<file path="src/rtl/pipe_stall_ctrl_pkg.sv">
// Shared stall-bus width, stall patterns, stop levels and FSM state encodings
// for the pipeline stall controller.
package pipe_stall_ctrl_pkg;

  localparam int StallBus = 6;

  typedef logic [StallBus-1:0] stall_t;

  // Bit order: [0] PC, [1] IF/ID, [2] ID/EX, [3] EX/MEM, [4] MEM/WB, [5] WB
  localparam stall_t STALL_NONE = 6'b000000;
  localparam stall_t STALL_LU   = 6'b000111;
  localparam stall_t STALL_MD   = 6'b001111;

  localparam logic Stop   = 1'b1;
  localparam logic NoStop = 1'b0;

  typedef enum logic {
    ST_RUN     = 1'b0,
    ST_MD_WAIT = 1'b1
  } state_t;

endpackage

</file>
<file path="src/rtl/pipe_stall_ctrl_if.sv">
// Pipeline-to-stall-controller bundle: hazard requests and SRAM word in,
// stall bus and ID replay word out.
interface pipe_stall_ctrl_if;
  import pipe_stall_ctrl_pkg::*;

  logic        stallreq_id;
  logic        stallreq_ex;
  logic        md_ready;
  logic [31:0] inst_sram_rdata;
  stall_t      stall;
  logic [31:0] inst_hold;
  logic        inst_hold_valid;
  logic        md_busy;

  modport master (
    output stallreq_id, stallreq_ex, md_ready, inst_sram_rdata,
    input  stall, inst_hold, inst_hold_valid, md_busy
  );

  modport slave (
    input  stallreq_id, stallreq_ex, md_ready, inst_sram_rdata,
    output stall, inst_hold, inst_hold_valid, md_busy
  );

endinterface

</file>
<file path="src/rtl/pipe_stall_ctrl_perf_cnt.sv">
// pipe_perf_cnt: 32-bit stall-cycle counter, counts while en is high and
// wraps from all-ones to zero; synchronous active-high reset.
module pipe_perf_cnt (
  input  logic        clk,
  input  logic        rst,
  input  logic        en,
  output logic [31:0] cnt
);

  always_ff @(posedge clk) begin
    if (rst) begin
      cnt <= 32'd0;
    end else if (en) begin
      cnt <= cnt + 32'd1;
    end
  end

endmodule

</file>
<file path="src/rtl/pipe_stall_ctrl.sv">
// Pipeline stall controller: load-use bubbles, multi-cycle mult/div wait and
// ID instruction replay capture. Optional stall counters under PIPE_PERF_EN.
module pipe_stall_ctrl
  import pipe_stall_ctrl_pkg::*;
(
  input  logic              clk,
  input  logic              rst,
  pipe_stall_ctrl_if.slave  bus
`ifdef PIPE_PERF_EN
  ,
  output logic [31:0]       perf_lu_cnt,
  output logic [31:0]       perf_md_cnt
`endif
);

  state_t      state;
  stall_t      stall_c;
  logic        lu_cycle;
  logic [31:0] hold_q;
  logic        hold_valid_q;

  // Stall is combinational so a hazard freezes the front end in the same cycle.
  always_comb begin
    stall_c  = STALL_NONE;
    lu_cycle = 1'b0;
    if (!rst) begin
      case (state)
        ST_RUN: begin
          if (bus.stallreq_ex) begin
            stall_c = STALL_MD;
          end else if (bus.stallreq_id) begin
            stall_c  = STALL_LU;
            lu_cycle = 1'b1;
          end
        end
        ST_MD_WAIT: begin
          if (!bus.md_ready) begin
            stall_c = STALL_MD;
          end
        end
        default: begin
          stall_c = STALL_NONE;
        end
      endcase
    end
  end

  always_ff @(posedge clk) begin
    if (rst) begin
      state <= ST_RUN;
    end else begin
      case (state)
        ST_RUN: begin
          if (bus.stallreq_ex) begin
            state <= ST_MD_WAIT;
          end
        end
        ST_MD_WAIT: begin
          if (bus.md_ready) begin
            state <= ST_RUN;
          end
        end
        default: begin
          state <= ST_RUN;
        end
      endcase
    end
  end

  // Only the first word seen while IF/ID is held is genuine; later SRAM
  // returns during the same hold are for a PC that has not advanced.
  always_ff @(posedge clk) begin
    if (rst) begin
      hold_q       <= 32'd0;
      hold_valid_q <= 1'b0;
    end else if (stall_c[1] == Stop) begin
      if (!hold_valid_q) begin
        hold_q       <= bus.inst_sram_rdata;
        hold_valid_q <= 1'b1;
      end
    end else begin
      hold_valid_q <= 1'b0;
    end
  end

  assign bus.stall           = stall_c;
  assign bus.inst_hold       = hold_q;
  assign bus.inst_hold_valid = hold_valid_q;
  assign bus.md_busy         = !rst && (state == ST_MD_WAIT);

`ifdef PIPE_PERF_EN
  pipe_perf_cnt u_lu_cnt (
    .clk (clk),
    .rst (rst),
    .en  (lu_cycle),
    .cnt (perf_lu_cnt)
  );

  pipe_perf_cnt u_md_cnt (
    .clk (clk),
    .rst (rst),
    .en  (stall_c == STALL_MD),
    .cnt (perf_md_cnt)
  );
`else
  logic unused_lu;
  assign unused_lu = lu_cycle;
`endif

endmodule

</file>
<file path="src/flat_wrapper.sv">
// flat-port wrapper written by rule: the top's interface ports become plain ports
module pipe_stall_ctrl_flat import pipe_stall_ctrl_pkg::*;
  (clk, rst, bus_stallreq_id, bus_stallreq_ex, bus_md_ready, bus_inst_sram_rdata, bus_stall, bus_inst_hold, bus_inst_hold_valid, bus_md_busy);
  pipe_stall_ctrl_if bus_i ();
  input  logic clk;
  input  logic rst;
  input wire logic [$bits(bus_i.stallreq_id)-1:0] bus_stallreq_id;
  input wire logic [$bits(bus_i.stallreq_ex)-1:0] bus_stallreq_ex;
  input wire logic [$bits(bus_i.md_ready)-1:0] bus_md_ready;
  input wire logic [$bits(bus_i.inst_sram_rdata)-1:0] bus_inst_sram_rdata;
  output wire logic [$bits(bus_i.stall)-1:0] bus_stall;
  output wire logic [$bits(bus_i.inst_hold)-1:0] bus_inst_hold;
  output wire logic [$bits(bus_i.inst_hold_valid)-1:0] bus_inst_hold_valid;
  output wire logic [$bits(bus_i.md_busy)-1:0] bus_md_busy;
  assign bus_i.stallreq_id = bus_stallreq_id;
  assign bus_i.stallreq_ex = bus_stallreq_ex;
  assign bus_i.md_ready = bus_md_ready;
  assign bus_i.inst_sram_rdata = bus_inst_sram_rdata;
  assign bus_stall = bus_i.stall;
  assign bus_inst_hold = bus_i.inst_hold;
  assign bus_inst_hold_valid = bus_i.inst_hold_valid;
  assign bus_md_busy = bus_i.md_busy;
  pipe_stall_ctrl u_core (.clk(clk), .rst(rst), .bus(bus_i));
endmodule
</file>
<file path="config.mk">
export PLATFORM = sky130hd
export DESIGN_NAME = pipe_stall_ctrl_flat
export DESIGN_NICKNAME = d
export VERILOG_FILES = /design/src/rtl/pipe_stall_ctrl_pkg.sv /design/src/rtl/pipe_stall_ctrl_if.sv /design/src/rtl/pipe_stall_ctrl_perf_cnt.sv /design/src/rtl/pipe_stall_ctrl.sv /design/src/flat_wrapper.sv
export SDC_FILE = /design/constraint.sdc
export NUM_CORES = 1
export LEC_CHECK = 0
export BUFFER_PORTS_ARGS = -buffer_cell sky130_fd_sc_hd__buf_2
export CAP_MARGIN = 20
export CELL_PAD_IN_SITES_DETAIL_PLACEMENT = 0
export CELL_PAD_IN_SITES_GLOBAL_PLACEMENT = 2
export CORE_AREA = 10 10 87 89
export DETAILED_ROUTE_END_ITERATION = 8
export DIE_AREA = 0 0 97 99
export PLACE_DENSITY_LB_ADDON = 0.1
export SLEW_MARGIN = 40
export SYNTH_ARGS = -nofsm -noshare
export SYNTH_HDL_FRONTEND = slang
export SYNTH_SLANG_ARGS = --single-unit
</file>
<file path="constraint.sdc">
create_clock -name clk -period 3 [get_ports clk]
set_input_delay 0.3 -clock clk [delete_from_list [all_inputs] [get_ports clk]]
set_output_delay 0.3 -clock clk [all_outputs]
set_load 0.005 [all_outputs]
</file>
# Word-level counts from Yosys, hierarchy flattened
# Index checks and enable logic that the tools add are counted.
dict set report totals {
  romBits 0
  regBits 34
  n_memories 0
  latch_bits 0
  ram_bits 0
  input_bits 37
  wordCells 17
  output_inout_bits 40
}
dict set report classes {
  mux 9
  n_reduce_logical 3
  n_addsub 0
  n_eq_ne 0
  shift 0
  order_cmp 0
  div 0
  bitwise 2
  n_mul 0
}
# op n
set op_table {}
lappend op_table {{$mux 6} 2}
lappend op_table {{$pmux 6 s2} 1}
lappend op_table {{$mux 4} 1}
lappend op_table {{$mux 1} 3}
lappend op_table {{$mux 3} 1}
lappend op_table {{$not 1->1} 2}
lappend op_table {{$pmux 1 s2} 1}
lappend op_table {{$reduce_and 2->1} 1}
lappend op_table {{$logic_and 1x1->1} 1}
lappend op_table {{$logic_not 1->1} 1}

# Logic depth before layout (Yosys ltp)
# Gate-level depths: netlist (run 1).
dict set report depth {
  depth_word 5
  depth_mapped 6
}

# Least setup slack after synthesis (run 1)
# Ideal clock, no wire load.
dict set report synth_timing {
  path_kind {flip-flop to output port}
  from {reg u_core.state}
  to {out bus_stall[1]}
  path_slack_ns 1.604
  t_arrival_ns 1.096
  path_buffers 2
  path_stages_with_launch 6
  cell_sequence {dfxtp_1 -> buf_6 -> nor2_1 -> a211oi_1 -> or2_2 -> buf_4}
}
dict set report synth_between {
  elab_chain_len 3
}
# item line
set synth_lines {}
lappend synth_lines {{from (decl)} pipe_stall_ctrl.sv:16} ;# state_t state;
lappend synth_lines {{from (signal assigned)} pipe_stall_ctrl.sv:50} ;# state <= ST_RUN;
lappend synth_lines {{from (signal assigned)} pipe_stall_ctrl.sv:55} ;# state <= ST_MD_WAIT;
lappend synth_lines {{from (signal assigned)} pipe_stall_ctrl.sv:60} ;# state <= ST_RUN;
lappend synth_lines {{$not 1->1} pipe_stall_ctrl.sv:27} ;# case (state)
lappend synth_lines {{$pmux 6 s2 *} pipe_stall_ctrl.sv:27}
lappend synth_lines {{$mux 6 *} pipe_stall_ctrl.sv:26} ;# if (!rst) begin
lappend synth_lines {{to (decl)} flat_wrapper.sv:11} ;# output wire logic [$bits(bus_i.stall)-1:0] bus_stall;
# Mark *: on every way between the ends. The rest lies on a longest branch, timed or not.

# Worst setup path after layout (run 1)
dict set report layout_timing {
  from {reg u_core.state}
  to {out bus_stall[0]}
}
# The elaborated chain is that of the path after synthesis.

==> results.toml, run 1 <==
[sta]
slew_viol_final = 0
fin_crit_sh = 0.622
max_freq_mhz = 536
post-route-min-period_ns = 1.87
finClkSkew_ns = 0.00648
final.setup.worst_slack_ns = 1.13
tns_ns = 0
finalSetupViolations = 0
rsz0062_at_grt = "false"
holdWs_ns = 0.245
max_slew.worst_pin.slew_ns = 0.750
relSlewSlack = 0.500
finalHoldViolations = 0

[power]
leakage_uw = 0.000835
pwr-share-seq = 0.484
swShare = 0.277
p_int_uw = 739
max-vdd-ir-drop_v = 0.000200
powerDensity_nw_per_um2 = 511
pwr-share-clk = 0.341
p_switching_uw = 284
comb_power_share = 0.175

[logic_synthesis]
synth.most_common_cell = "dfxtp_1"
synth_common_cells = "34 x dfxtp_1, 32 x a21oi_1, 32 x o21ai_0"
synthTopCellsByArea = "dfxtp_1 42%, nand3_2 19%, a21oi_1 10%"
ys_ff_latch = 34
async_flop_share = 0
ys_warn_count = 0
synth_top_area_share = 0.424
synth_flop_cell = "dfxtp_1"
syn_avg_cell_area_um2 = 9.80
synth_area_um2 = 1610
synth_edf_count = 0
ys_types = 20
yosys.area.top_type = "dfxtp_1"
syn_inst = 164
ys_seq_area_frac = 0.424

[drt]
routed_via_density = 4.79
vias = 1451
routed_wl_mm = 4.91
wire_per_inst_um = 16.2
route.detailed.drc = 0
drt_iter0_drc = 53
dr.pass1.iters = 4
final_antenna_net_count = 0

[global_route]
first_global_vias = 1523
grt_start_max_net_pins = 39
antenna_found_initial = 0
grt_use_total = 0.0989
overflow = 0
grt_pass1_wl_mm = 7.80

[setup_path]
worstPathRequired_ns = 2.70
crit_buf_inv = 1
r2r-end = "u_core.bus.inst_hold[7]$_SDFFE_PP0P_"
cp-start-kind = "flip-flop"
r2r_start = "u_core.state$_SDFF_PP0_"
crit_path_max_fanout = 9
critPathArrivalTime_ns = 1.57
worstSetupPathType = "reg -> out"
critPathMaxStageDelay_ns = 0.55
crit_slowest_cell = "dfxtp_1"
cp-end-kind = "output port"
r2r_cells = 4
r2r_setup_slack_ns = 1.47
cp_cell_sequence = "nor2_1 > a211oi_1 > or2_2 > buf_2"
cpLargestDelayFamily = "flip-flops"

[floorplanning]
start_util = 0.275
die_y_um = 99
dieArea_um2 = 9600
fp-row-count = 28
die_x_um = 97
ioPinCount = 77
core_um2 = 5850

[run]
cap_violations = 0

[placement]
gp_congestion = 0.751
post-place-ws_ns = 1.14
port_buffers = 74
place_hpwl_mm = 3.53
place_area_um2 = 1910

[clock_network]
clock_path_buffers = 2
cts_root_buf = "clkbuf_8"
cts_tree = "done"
h-tree-depth = 2
cts_inserted_buffers = 5
cts.sinks = 34
clock_latency_ns = 0.29
cts_setup_buffers = 0
clk_pin_slew_ns = 0.07
holdBufCountCts = 0
postCtsResizedCells = 0

[worst_hold_path]
whs_path_depth = 3
min_from = "bus_inst_sram_rdata[1]"
holdPathEnd = "u_core.bus.inst_hold[1]$_SDFFE_PP0P_"
min_path_type = "in -> reg"

[finish]
seqCellArea_um2 = 681
antennaDiodeCount = 0
fill_cells = 645
drive_gt1_frac = 0.526
multi_input_area_um2 = 741
area_growth_pct = 24.7
final_cell_area_um2 = 2000
layout.nets = 264

[run_status]
outcome = "completed"
==> routing by layer <==
metal | vias up | track usage | share of wire
li1 | 708 | - | -
met1 | 685 | 0.115 | 0.44
met2 | 52 | 0.160 | 0.48
met3 | 6 | 0.0384 | 0.073
met4 | 0 | 0.0386 | 0.012
met5 | - | 0 | 0
==> layout make-up <==
class / instances / area share
Multi-Input combinational cell: 109 / 0.370
Clock buffer: 7 / 0.0431
Tap cell: 75 / 0.0468
Timing Repair Buffer: 77 / 0.198
Sequential cell: 34 / 0.340
Clock inverter: 1 / 0.00250
==> placed cells by master, fill, tap and decap left out <==
cell type,netlist,layout
clkinv_2,0,1
buf_2,0,74
clkbuf_1,6,1
nor2_1,1,1
buf_4,4,2
nand3_2,30,30
clkbuf_8,0,6
nor3b_1,1,1
buf_6,6,1
a211oi_1,2,2
o21ai_0,32,32
dfxtp_1,34,34
nor2b_1,1,1
a21oi_1,32,32
nand3_1,2,2
nor3_4,0,1
a211o_2,1,1
a211oi_4,1,1
or3_4,1,1
or2_2,2,2
conb_1,1,2
==> power groups by stage <==
stage | Combinational (µW) | Clock [µW] | Sequential, µW
floorplan | 121 | 0 | 504
global placement | 178 | 0 | 505
detailed placement | 184 | 0 | 506
CTS | 184 | 364 | 496
global route | 201 | 378 | 499
finish | 179 | 349 | 495
==> worst max-delay path by stage <==
| stage | from | end | slack, ns | cells after the start |
|---|---|---|---|---|
| 2_1_floorplan | u_core.state$_SDFF_PP0_ | bus_stall[1] | 1.60 | 5 |
| 3_3_place_gp | rst | u_core.bus.inst_hold[17]$_SDFFE_PP0P_ | 1.17 | 4 |
| 3_5_place_dp | rst | u_core.bus.inst_hold[7]$_SDFFE_PP0P_ | 1.14 | 4 |
| 4_1_cts | u_core.state$_SDFF_PP0_ | bus_stall[2] | 1.11 | 4 |
| 5_1_grt | u_core.state$_SDFF_PP0_ | bus_stall[2] | 0.92 | 4 |
| 6_report | u_core.state$_SDFF_PP0_ | bus_stall[0] | 1.13 | 4 |
==> per-stage QoR <==
stage | power, µW | instances | utilization
after floorplan | 625 | 165 | -
after global placement | 684 | 294 | 0.325
after detailed placement | 690 | 295 | 0.327
after CTS | 1040 | 303 | 0.342
after global routing | 1080 | 303 | 0.342
final | 1020 | 303 | 0.342
==> sequential cells by signal (all words and copies together), names as in the netlist <==
register                    flops
u_core.state                    1
u_core.bus.inst_hold_valid      1
u_core.bus.inst_hold           32
==> cell families after synthesis <==
family	Yosys count	share of synthesized area
compound gates	68	0.227
flops	34	0.424
buf+inv	22	0.121
simple gates	39	0.225
other cells	1	0.00233
==> worst reg2reg max path: cells and delay by family (launching register included) <==
kind	cells	cell delay, ns
flops	1	0.42
buf+inv	1	0.25
simple gates	1	0.52
compound gates	2	0.28
(Power assumes the default switching activity.)
==> inputs of run 2 (changes only) <==
Settings changed: CORE_AREA 10 10 87 89 to 10 10 90 92, DIE_AREA 0 0 97 99 to 0 0 100 102.
Clock period 3 ns to 1.8 ns, I/O delays scaled along.
==> results.toml, run 2 (synthesis results as in run 1) <==
[finish]
area_growth_pct = 26.4
layout.nets = 264
fill_cells = 680
layout_common_cells = "74 x buf_2, 33 x dfxtp_1, 32 x o21ai_0, 32 x a21oi_1, 30 x nand3_2"
final_cell_area_um2 = 2030
fin_util = 0.324
antennaDiodeCount = 0
largest_reg_flops = 32
final_common_cell = "buf_2"
drive_gt1_frac = 0.526

[floorplanning]
ioPinCount = 77
fp-row-count = 29
start_util = 0.256
dieArea_um2 = 10200
die_x_um = 100
core_um2 = 6280
die_y_um = 102

[sta]
tns_ns = 0
finalSetupViolations = 0
rsz0062_at_grt = "false"
finClkSkew_ns = 0.0123
fin_crit_sh = 0.888
max_freq_mhz = 626
slew_viol_final = 0
max_slew.worst_pin.slew_ns = 0.549
holdWs_ns = 0.129
relSlewSlack = 0.634
post-route-min-period_ns = 1.60
finalHoldViolations = 0

[setup_path]
cp_cell_sequence = "nor2_1 > a211oi_1 > or2_2 > buf_2"
critPathArrivalTime_ns = 1.42
critPathCapture = "bus_stall[2]"
critPathMaxStageDelay_ns = 0.45
crit_path_max_fanout = 9
cp-end-kind = "output port"
worstPathRequired_ns = 1.62
startpoint = "u_core.state$_SDFF_PP0_"
worstSetupPathType = "reg -> out"
r2r_cells = 3
r2r_start = "u_core.state$_SDFF_PP0_"
r2r-end = "u_core.bus.inst_hold[10]$_SDFFE_PP0P_"
cp-start-kind = "flip-flop"
crit_slowest_cell = "dfxtp_2"
r2r_setup_slack_ns = 0.40

[drt]
final_antenna_net_count = 0
drt_iter0_drc = 43
wire_per_inst_um = 17.0
route.detailed.drc = 0
routed_wl_mm = 5.18
vias = 1457
dr.pass1.iters = 4
routed_via_density = 4.78

[clock_network]
cts_root_buf = "clkbuf_8"
clock_latency_ns = 0.28
holdBufCountCts = 0
clk_pin_slew_ns = 0.07
cts.sinks = 34
h-tree-depth = 2
cts_tree = "done"
clock_path_buffers = 2
cts_inserted_buffers = 5

[worst_hold_path]
min_path_type = "in -> reg"
min_from = "bus_inst_sram_rdata[0]"

[run]
cap_violations = 0

[power]
leakage_uw = 0.000842
max-vdd-ir-drop_v = 0.000417
powerDensity_nw_per_um2 = 893

[global_route]
overflow = 0
antenna_found_initial = 0
grt_pass1_wl_mm = 8.03
grt_use_total = 0.0991
grt_start_max_net_pins = 33
first_global_vias = 1582

[run_status]
outcome = "completed"

[placement]
port_buffers = 74
place_area_um2 = 1920
place_hpwl_mm = 3.56
gp_congestion = 0.754
-- run 2: cell types whose count changed in the layout (fill, tap and decap cells not counted), sizes merged --
cell / previous run / this run
bufinv: 0 / 1
clkinv: 1 / 0
-- run 2: timing repair --
item / 4_1_cts / 5_1_grt
setup endpoints to repair: 0 / 3
resized for setup: 0 / 1
setup buffers: 0 / 0
-- run 2: how the worst min path moves through the flow --
stage / depth (start not counted) / to
after floorplan: 1 / u_core.state$_SDFF_PP0_
after global placement: 3 / u_core.bus.inst_hold[30]$_SDFFE_PP0P_
after detailed placement: 3 / u_core.bus.inst_hold[8]$_SDFFE_PP0P_
after CTS: 3 / u_core.bus.inst_hold[14]$_SDFFE_PP0P_
after global routing: 3 / u_core.bus.inst_hold[8]$_SDFFE_PP0P_
final: 3 / u_core.bus.inst_hold[0]$_SDFFE_PP0P_
-- run 2: stage by stage --
step           std cells  worst slack [ns]  total power [µW]
2_1_floorplan        165             0.516              1040
3_3_place_gp         297             0.387              1150
3_5_place_dp         297             0.279              1160
4_1_cts              305            0.0398              1850
5_1_grt              305            0.0530              1910
6_report             305             0.202              1810
-- run 2: final cells by class --
| class | instances | area [µm²] | share of cell area |
|---|---|---|---|
| clock inverters | 1 | 30.0 | 0.0148 |
| multi-input cells | 109 | 741 | 0.365 |
| flip-flops and latches | 34 | 682 | 0.336 |
| repair buffers | 77 | 405 | 0.200 |
| clock buffers | 7 | 76.3 | 0.0376 |
| well taps | 77 | 96.3 | 0.0474 |
-- run 2: metal layers --
layer  wire (µm)  GRT usage
met3         374     0.0412
met1        2180      0.106
met4          47     0.0304
met2        2580      0.175
met5           0          0
-- run 2: worst max-delay path: cells and delay by family, from the launching register on --
family	cells	cell delay (ns)
compound gates	1	0.31
simple gates	2	0.28
buf+inv	1	0.11
flops	1	0.45
-- run 2: power breakdown --
| group | internal (µW) | switching [µW] | leakage (µW) |
|---|---|---|---|
| clock | 414 | 267 | 0.0000524 |
| sequential | 799 | 27.8 | 0.000278 |
| combinational | 128 | 177 | 0.000512 |
| total | 1340 | 472 | 0.000842 |
